`src/rtl/dff_shiftreg_n.sv`:
```
// dff_shiftreg_n
//   Parameterised multi-stage register bank with a per-stage valid flag.
//   On each enabled clock edge the bank holds, shifts serial data in at
//   stage 0, parallel-loads every stage, or rotates by one stage. The
//   valid flags move with the data, so cnt always reports how many stages
//   hold a word.
//
// Ports
//   clk   in   single clock, all state changes on its rising edge
//   rst   in   synchronous active-high reset, overrides everything
//   clr   in   synchronous flush of data and valid, overrides en/mode
//   en    in   enable, 0 holds all state
//   mode  in   00 hold, 01 shift, 10 parallel load, 11 rotate
//   d     in   serial word entering stage 0 on a shift
//   pd    in   parallel load data, slice k feeds stage k
//   q     out  stage DEPTH-1 contents
//   pq    out  all stages, slice k is stage k
//   vld   out  per-stage valid, bit k is stage k
//   cnt   out  number of valid stages
//   full  out  cnt == DEPTH
//   empty out  cnt == 0
module dff_shiftreg_n #(
  parameter int WIDTH = 8,
  parameter int DEPTH = 4,
  localparam int CW = $clog2(DEPTH + 1)
) (
  input  logic                   clk,
  input  logic                   rst,
  input  logic                   clr,
  input  logic                   en,
  input  logic [1:0]             mode,
  input  logic [WIDTH-1:0]       d,
  input  logic [WIDTH*DEPTH-1:0] pd,
  output logic [WIDTH-1:0]       q,
  output logic [WIDTH*DEPTH-1:0] pq,
  output logic [DEPTH-1:0]       vld,
  output logic [CW-1:0]          cnt,
  output logic                   full,
  output logic                   empty
);

  localparam logic [1:0] MODE_HOLD  = 2'b00;
  localparam logic [1:0] MODE_SHIFT = 2'b01;
  localparam logic [1:0] MODE_LOAD  = 2'b10;
  localparam logic [1:0] MODE_ROT   = 2'b11;

  logic [WIDTH*DEPTH-1:0] data_q, data_d;
  logic [DEPTH-1:0]       vld_q, vld_d;

  function automatic logic [CW-1:0] popcount(input logic [DEPTH-1:0] v);
    logic [CW-1:0] acc;
    acc = '0;
    for (int i = 0; i < DEPTH; i++) begin
      acc = acc + CW'(v[i]);
    end
    return acc;
  endfunction

  // Next-state: clr outranks the enable, which outranks the mode select.
  // Stage k occupies bits [WIDTH*(k+1)-1:WIDTH*k], so moving stage k to
  // k+1 is a left shift of the packed vector by one word.
  always_comb begin
    data_d = data_q;
    vld_d  = vld_q;
    if (clr) begin
      data_d = '0;
      vld_d  = '0;
    end else if (en) begin
      case (mode)
        MODE_SHIFT: begin
          data_d = {data_q[WIDTH*(DEPTH-1)-1:0], d};
          vld_d  = {vld_q[DEPTH-2:0], 1'b1};
        end
        MODE_LOAD: begin
          data_d = pd;
          vld_d  = '1;
        end
        MODE_ROT: begin
          data_d = {data_q[WIDTH*(DEPTH-1)-1:0], data_q[WIDTH*DEPTH-1 -: WIDTH]};
          vld_d  = {vld_q[DEPTH-2:0], vld_q[DEPTH-1]};
        end
        MODE_HOLD: begin
          data_d = data_q;
          vld_d  = vld_q;
        end
        default: begin
          data_d = data_q;
          vld_d  = vld_q;
        end
      endcase
    end
  end

  // State register: rst wins over every other input on the same edge.
  always_ff @(posedge clk) begin
    if (rst) begin
      data_q <= '0;
      vld_q  <= '0;
    end else begin
      data_q <= data_d;
      vld_q  <= vld_d;
    end
  end

  assign pq    = data_q;
  assign q     = data_q[WIDTH*DEPTH-1 -: WIDTH];
  assign vld   = vld_q;
  assign cnt   = popcount(vld_q);
  assign full  = (cnt == CW'(DEPTH));
  assign empty = (cnt == '0);

endmodule

```
`config.mk`:
```
export PLATFORM = sky130hd
export DESIGN_NAME = dff_shiftreg_n
export DESIGN_NICKNAME = d
export VERILOG_FILES = /design/src/rtl/dff_shiftreg_n.sv
export SDC_FILE = /design/constraint.sdc
export NUM_CORES = 1
export LEC_CHECK = 0
export CAP_MARGIN = 40
export CORE_MARGIN = 10
export CORE_UTILIZATION = 40
export CTS_BUF_LIST = sky130_fd_sc_hd__clkbuf_16
export DETAILED_ROUTE_END_ITERATION = 8
export PLACE_DENSITY = 0.83
export SYNTH_ARGS = -nofsm -noshare
export SYNTH_HDL_FRONTEND = slang
export SYNTH_SLANG_ARGS = --single-unit
export TNS_END_PERCENT = 1
```
`constraint.sdc`:
```
create_clock -name clk -period 3.2 [get_ports clk]
set_input_delay 0.64 -clock clk [delete_from_list [all_inputs] [get_ports clk]]
set_output_delay 0.64 -clock clk [all_outputs]
set_load 0.03 [all_outputs]
```
* Yosys cells after proc, flatten, opt, wreduce, memory -nomap -nowiden *
Cells that the tools add are included.

cells by class
  $add $sub $neg = 3
  equal/unequal tests = 4
  bitwise logic cells = 1
  reduce and logical (&&, ||, !) cells = 4
  mux-type cells = 2

operator list
  cell                                                             count
  32-bit one-hot mux with 3 select lines                           1
  4-bit one-hot mux with 3 select lines                            1
  2-bit == test, second input constant                             2
  2-bit by 1-bit adder with 3-bit output                           1
  3-bit by 1-bit adder with 3-bit output                           1
  3-bit == test, second input constant                             1
  3-bit logical NOT                                                1
  1-bit by 1-bit adder with 2-bit output                           1
  2-bit by 1-bit == test with 1-bit output, second input constant  1
  2-bit logical NOT                                                1
  2-bit AND reduction                                              1
  2-bit OR reduction                                               1
  1-bit NOT                                                        1

storage, ports and cells
  output and inout port bits = 49
  logic and storage cells = 16
  register bits after elaboration = 36

* Depth between registers and ports, before layout *
  depth after elaboration = 4
  mapped depth = 6
  depth with buffers taken out = 6

* Worst setup path before layout *
OpenSTA, ideal clock, no wires.

  path kind = register to output
  from = register vld_q[0] (netlist: vld[0])
  to = output full
  cell stages (with the launch flop) = 7
  arrival = 2.575 ns
  setup slack = -0.015 ns
  path through = dfxtp_1 inv_1 fa_1 inv_1 ha_1 ha_1 nor3b_1

on the way
  longest elaborated chain between the ends = 4

ends and longest elaborated chain
  what                                    RTL line  text
  start, declared                         48        logic [DEPTH-1:0] vld_q, vld_d;
  start signal, assigned                  101       vld_q <= vld_d;
  1-bit by 1-bit adder with 2-bit output  54        acc = acc + CW'(v[i]);
  2-bit by 1-bit adder with 3-bit output  54
  3-bit by 1-bit adder with 3-bit output  54
  named net cnt[1]                        37        output logic [CW-1:0] cnt,
  3-bit == test                           109       assign full = (cnt == CW'(DEPTH));
  end, declared                           38        output logic full,

The timed path passes the listed nets, and every way through them passes these cells.

* Worst setup path after layout *
  from = register vld_q[0] (netlist: vld[0])
  to = output full

on the way
  longest elaborated chain between the ends = 4

ends and longest elaborated chain
  what                                    RTL line
  1-bit by 1-bit adder with 2-bit output  54
  2-bit by 1-bit adder with 3-bit output  54
  3-bit by 1-bit adder with 3-bit output  54
  3-bit == test                           109

No other way between the ends.

==> impl_metrics.ini <==
[outcome]
outcome = finished clean

[layout]
layout.cell_area.non_filler_um2 = 2726
fill_cells = 361
area_grow_syn2layout_pct = 61.65
final_net_count = 341
layout-drive-gt1-share = 0.09247
antenna-diode-count = 0
postLayoutCoreUtil = 0.6767
area_occupied_by_multi_input_gates_um2 = 817.0
seqCellArea_um2 = 720.7

[placement]
gpl.final_weighted_congestion = 0.7649
postPlaceCellArea_um2 = 2597
place.port_buffers = 94
dp_hpwl_mm = 4.428

[clock_network]
cts.root.buffer_cell = sky130_fd_sc_hd__clkbuf_16
holdBufCountCts = 0
clk_latency_ps = 270
reg_clk_slew_reported_paths_ps = 50
cts-root-to-sink-buffers = 2
clock_tree_from_tritoncts = done
htree_levels = 2
cts_buf_count = 5
clkSinkCount = 36

[synthesis]
post_synth_most_frequent_cells = 51 x sky130_fd_sc_hd__nand2_1, 36 x sky130_fd_sc_hd__dfxtp_1, 25 x sky130_fd_sc_hd__o21ai_0
synthDominantAreaCellType = sky130_fd_sc_hd__dfxtp_1
synth_cells = 210
netlist_area_um2 = 1687
ys.warnings.count = 0
yosys_most_used_dff = sky130_fd_sc_hd__dfxtp_1
synthesis.nets = 259
synth.yosys.seq_area_share = 0.4273
synth.top_cell.area_share = 0.4273
ys_top_cells_by_area = sky130_fd_sc_hd__dfxtp_1 43%, sky130_fd_sc_hd__nand2_1 11%, sky130_fd_sc_hd__a31oi_1 8.9%
synth-edff-count = 0
synthDistinctLibCells = 22
avg_inst_size_synth_um2 = 8.032
synth.most_common_cell = sky130_fd_sc_hd__nand2_1
synth_async_sr_flop_share = 0
synth_seq_cells = 36

[sta]
finalSetupTns_ps = 0
setup_viol = 0
fin_crit_sh = 0.9435
max_slew_margin = 0.6442
timing.clock.skew_ps = 0.7745
final_period_minus_worst_setup_slack_ps = 3019
fmax_mhz = 331.2
final-max-slew-violation-count = 0
final-hold-violation-count = 0
worst_slew_pin_slew_ps = 533.7
grt_setup_unrepaired = no

[power_and_ir_drop]
switching_share = 0.2674
standby_leakage_power_nw = 1.004
p_per_area_nw_per_um2 = 435.1
switchingPower_w = 0.0003172
peakVddDrop_mv = 0.2909
clkPwrFrac = 0.374
power.share.combinational = 0.219
intPower_w = 0.0008689
seqPwrFrac = 0.407

[detailed_routing]
antenna_left = 0
routed_wl_mm = 5.909
via_count = 1769
dr.first_iter.drc_count = 148
vias_per_cell = 5.173
drc = 0
post_drt_wl_per_cell_um = 17.28
pre_antenna_drt_iters = 4

[critical_path]
timing.critical_path.fanout_max = 4
critical_path_sink_type = primary output
worstPathArrival_ps = 2380
setup.worst_path.class = register to primary output
crit_path_launch_type = register
worst_endpoint_required_time_ps = 2560

[grt]
gr-total-overflow = 0
grtUsageTotal = 0.1614
grt_pass1_vias = 1797
number_of_antenna_violations_at_the_first_check_in_global_routing = 0
grt_max_degree = 61
grt_pass1_wl_mm = 9.611

[floorplanning]
fp.dieArea_um2 = 7214
die_width_um = 84.94
core_area_um2 = 4029
io_pins = 95
start_util = 0.4186
die-height_um = 84.94
rows = 23

[job]
cap_violations = 0

[min_path]
timing.hold.worst.class = register to register
[worst paths after layout]
check	startpoint	cells after the start	slack, ps	endpoint
max	vld[0]	7	180	full
min	pq[9]	2	480	pq[17]
max reg2reg	pq[29]	3	2280	pq[5]
min reg2reg	pq[9]	2	480	pq[17]
[worst max-delay path, cell delays in order, from the launching register on]
cell                            delay, ps
sky130_fd_sc_hd__dfxtp_1              370
sky130_fd_sc_hd__inv_1                 90
sky130_fd_sc_hd__fa_1                 530
sky130_fd_sc_hd__inv_1                 40
sky130_fd_sc_hd__ha_1                 170
sky130_fd_sc_hd__ha_1                 310
sky130_fd_sc_hd__nor3b_2              170
sky130_fd_sc_hd__dlygate4sd2_1        410
[routing by layer]
metal,vias to the layer above,GRT usage,part of all wire
li1,893,-,-
met1,803,0.1947,0.44
met2,67,0.2574,0.46
met3,6,0.06405,0.085
met4,0,0.04940,0.0088
met5,-,0,0
[per-stage QoR]
| step | power [W] | cells | hold slack, ps | worst slack, ps |
|---|---|---|---|---|
| after CTS | 0.001198 | 342 | 483.2 | 45.47 |
| after floorplan | 0.0006280 | 210 | 601.2 | 23.97 |
| after global placement | 0.0007497 | 335 | 469.4 | 232.6 |
| after global routing | 0.001244 | 342 | 499.6 | 82.52 |
| after detailed placement | 0.0007546 | 335 | 474.6 | 79.40 |
| final | 0.001186 | 342 | 484.3 | 180.9 |
[sequential cells by signal, summed over array words and instances, names as in the netlist]
name,flops
vld,4
pq,32
[timing repair]
item	CTS	global route
setup buffers	0	0
gates resized for setup	2	4
pin swaps	0	0
gates cloned	0	0
endpoints found under the setup margin	2	2
[layout make-up]
| class | instances | area share |
|---|---|---|
| tap | 50 | 0.02295 |
| clock inverter | 2 | 0.002754 |
| clock buffer | 5 | 0.04589 |
| sequential | 36 | 0.2643 |
| multi-input combinational | 145 | 0.2997 |
| timing repair buffer | 99 | 0.3575 |
| inverter | 5 | 0.006884 |
[cell usage in the layout (no fill, tap or decap)]
cell	netlist	final
sky130_fd_sc_hd__a31oi_1	24	24
sky130_fd_sc_hd__nor2_1	8	8
sky130_fd_sc_hd__mux2_2	8	8
sky130_fd_sc_hd__fa_1	1	1
sky130_fd_sc_hd__nand2b_1	1	1
sky130_fd_sc_hd__clkbuf_16	0	5
sky130_fd_sc_hd__nor2b_2	0	1
sky130_fd_sc_hd__o21ai_1	7	7
sky130_fd_sc_hd__nor2_2	1	1
sky130_fd_sc_hd__dlymetal6s2s_1	0	1
sky130_fd_sc_hd__nand3b_1	1	1
sky130_fd_sc_hd__inv_1	5	5
sky130_fd_sc_hd__clkdlybuf4s50_1	0	91
sky130_fd_sc_hd__o21ai_0	25	25
sky130_fd_sc_hd__ha_1	2	2
sky130_fd_sc_hd__nor3b_2	0	1
sky130_fd_sc_hd__clkinv_1	0	2
sky130_fd_sc_hd__buf_4	10	5
sky130_fd_sc_hd__clkbuf_2	0	1
sky130_fd_sc_hd__nor3_1	1	1
sky130_fd_sc_hd__nand2_1	51	51
sky130_fd_sc_hd__o21a_2	0	1
sky130_fd_sc_hd__o22ai_1	8	8
sky130_fd_sc_hd__dlygate4sd2_1	0	1
sky130_fd_sc_hd__o221a_2	4	4
sky130_fd_sc_hd__dfxtp_1	36	36
[power groups by stage]
stage | Clock [W] | Sequential (W) | Combinational [W]
finish | 0.000443 | 0.000482 | 0.000260
global route | 0.000478 | 0.000485 | 0.000281
CTS | 0.000453 | 0.000482 | 0.000263
detailed placement | 0 | 0.000491 | 0.000263
global placement | 0 | 0.000490 | 0.000260
floorplan | 0 | 0.000524 | 0.000104
[cells by family after synthesis]
kind of cell               after synthesis  share of synthesized area
AOI/OAI and AO/OA                       69                     0.2448
buffers and inverters                   29                    0.09347
adders and majority gates                3                    0.02670
muxes                                    8                    0.05341
DFF                                     36                     0.4273
and+or+nand+nor                         65                     0.1543
(Power assumes the default switching activity.)
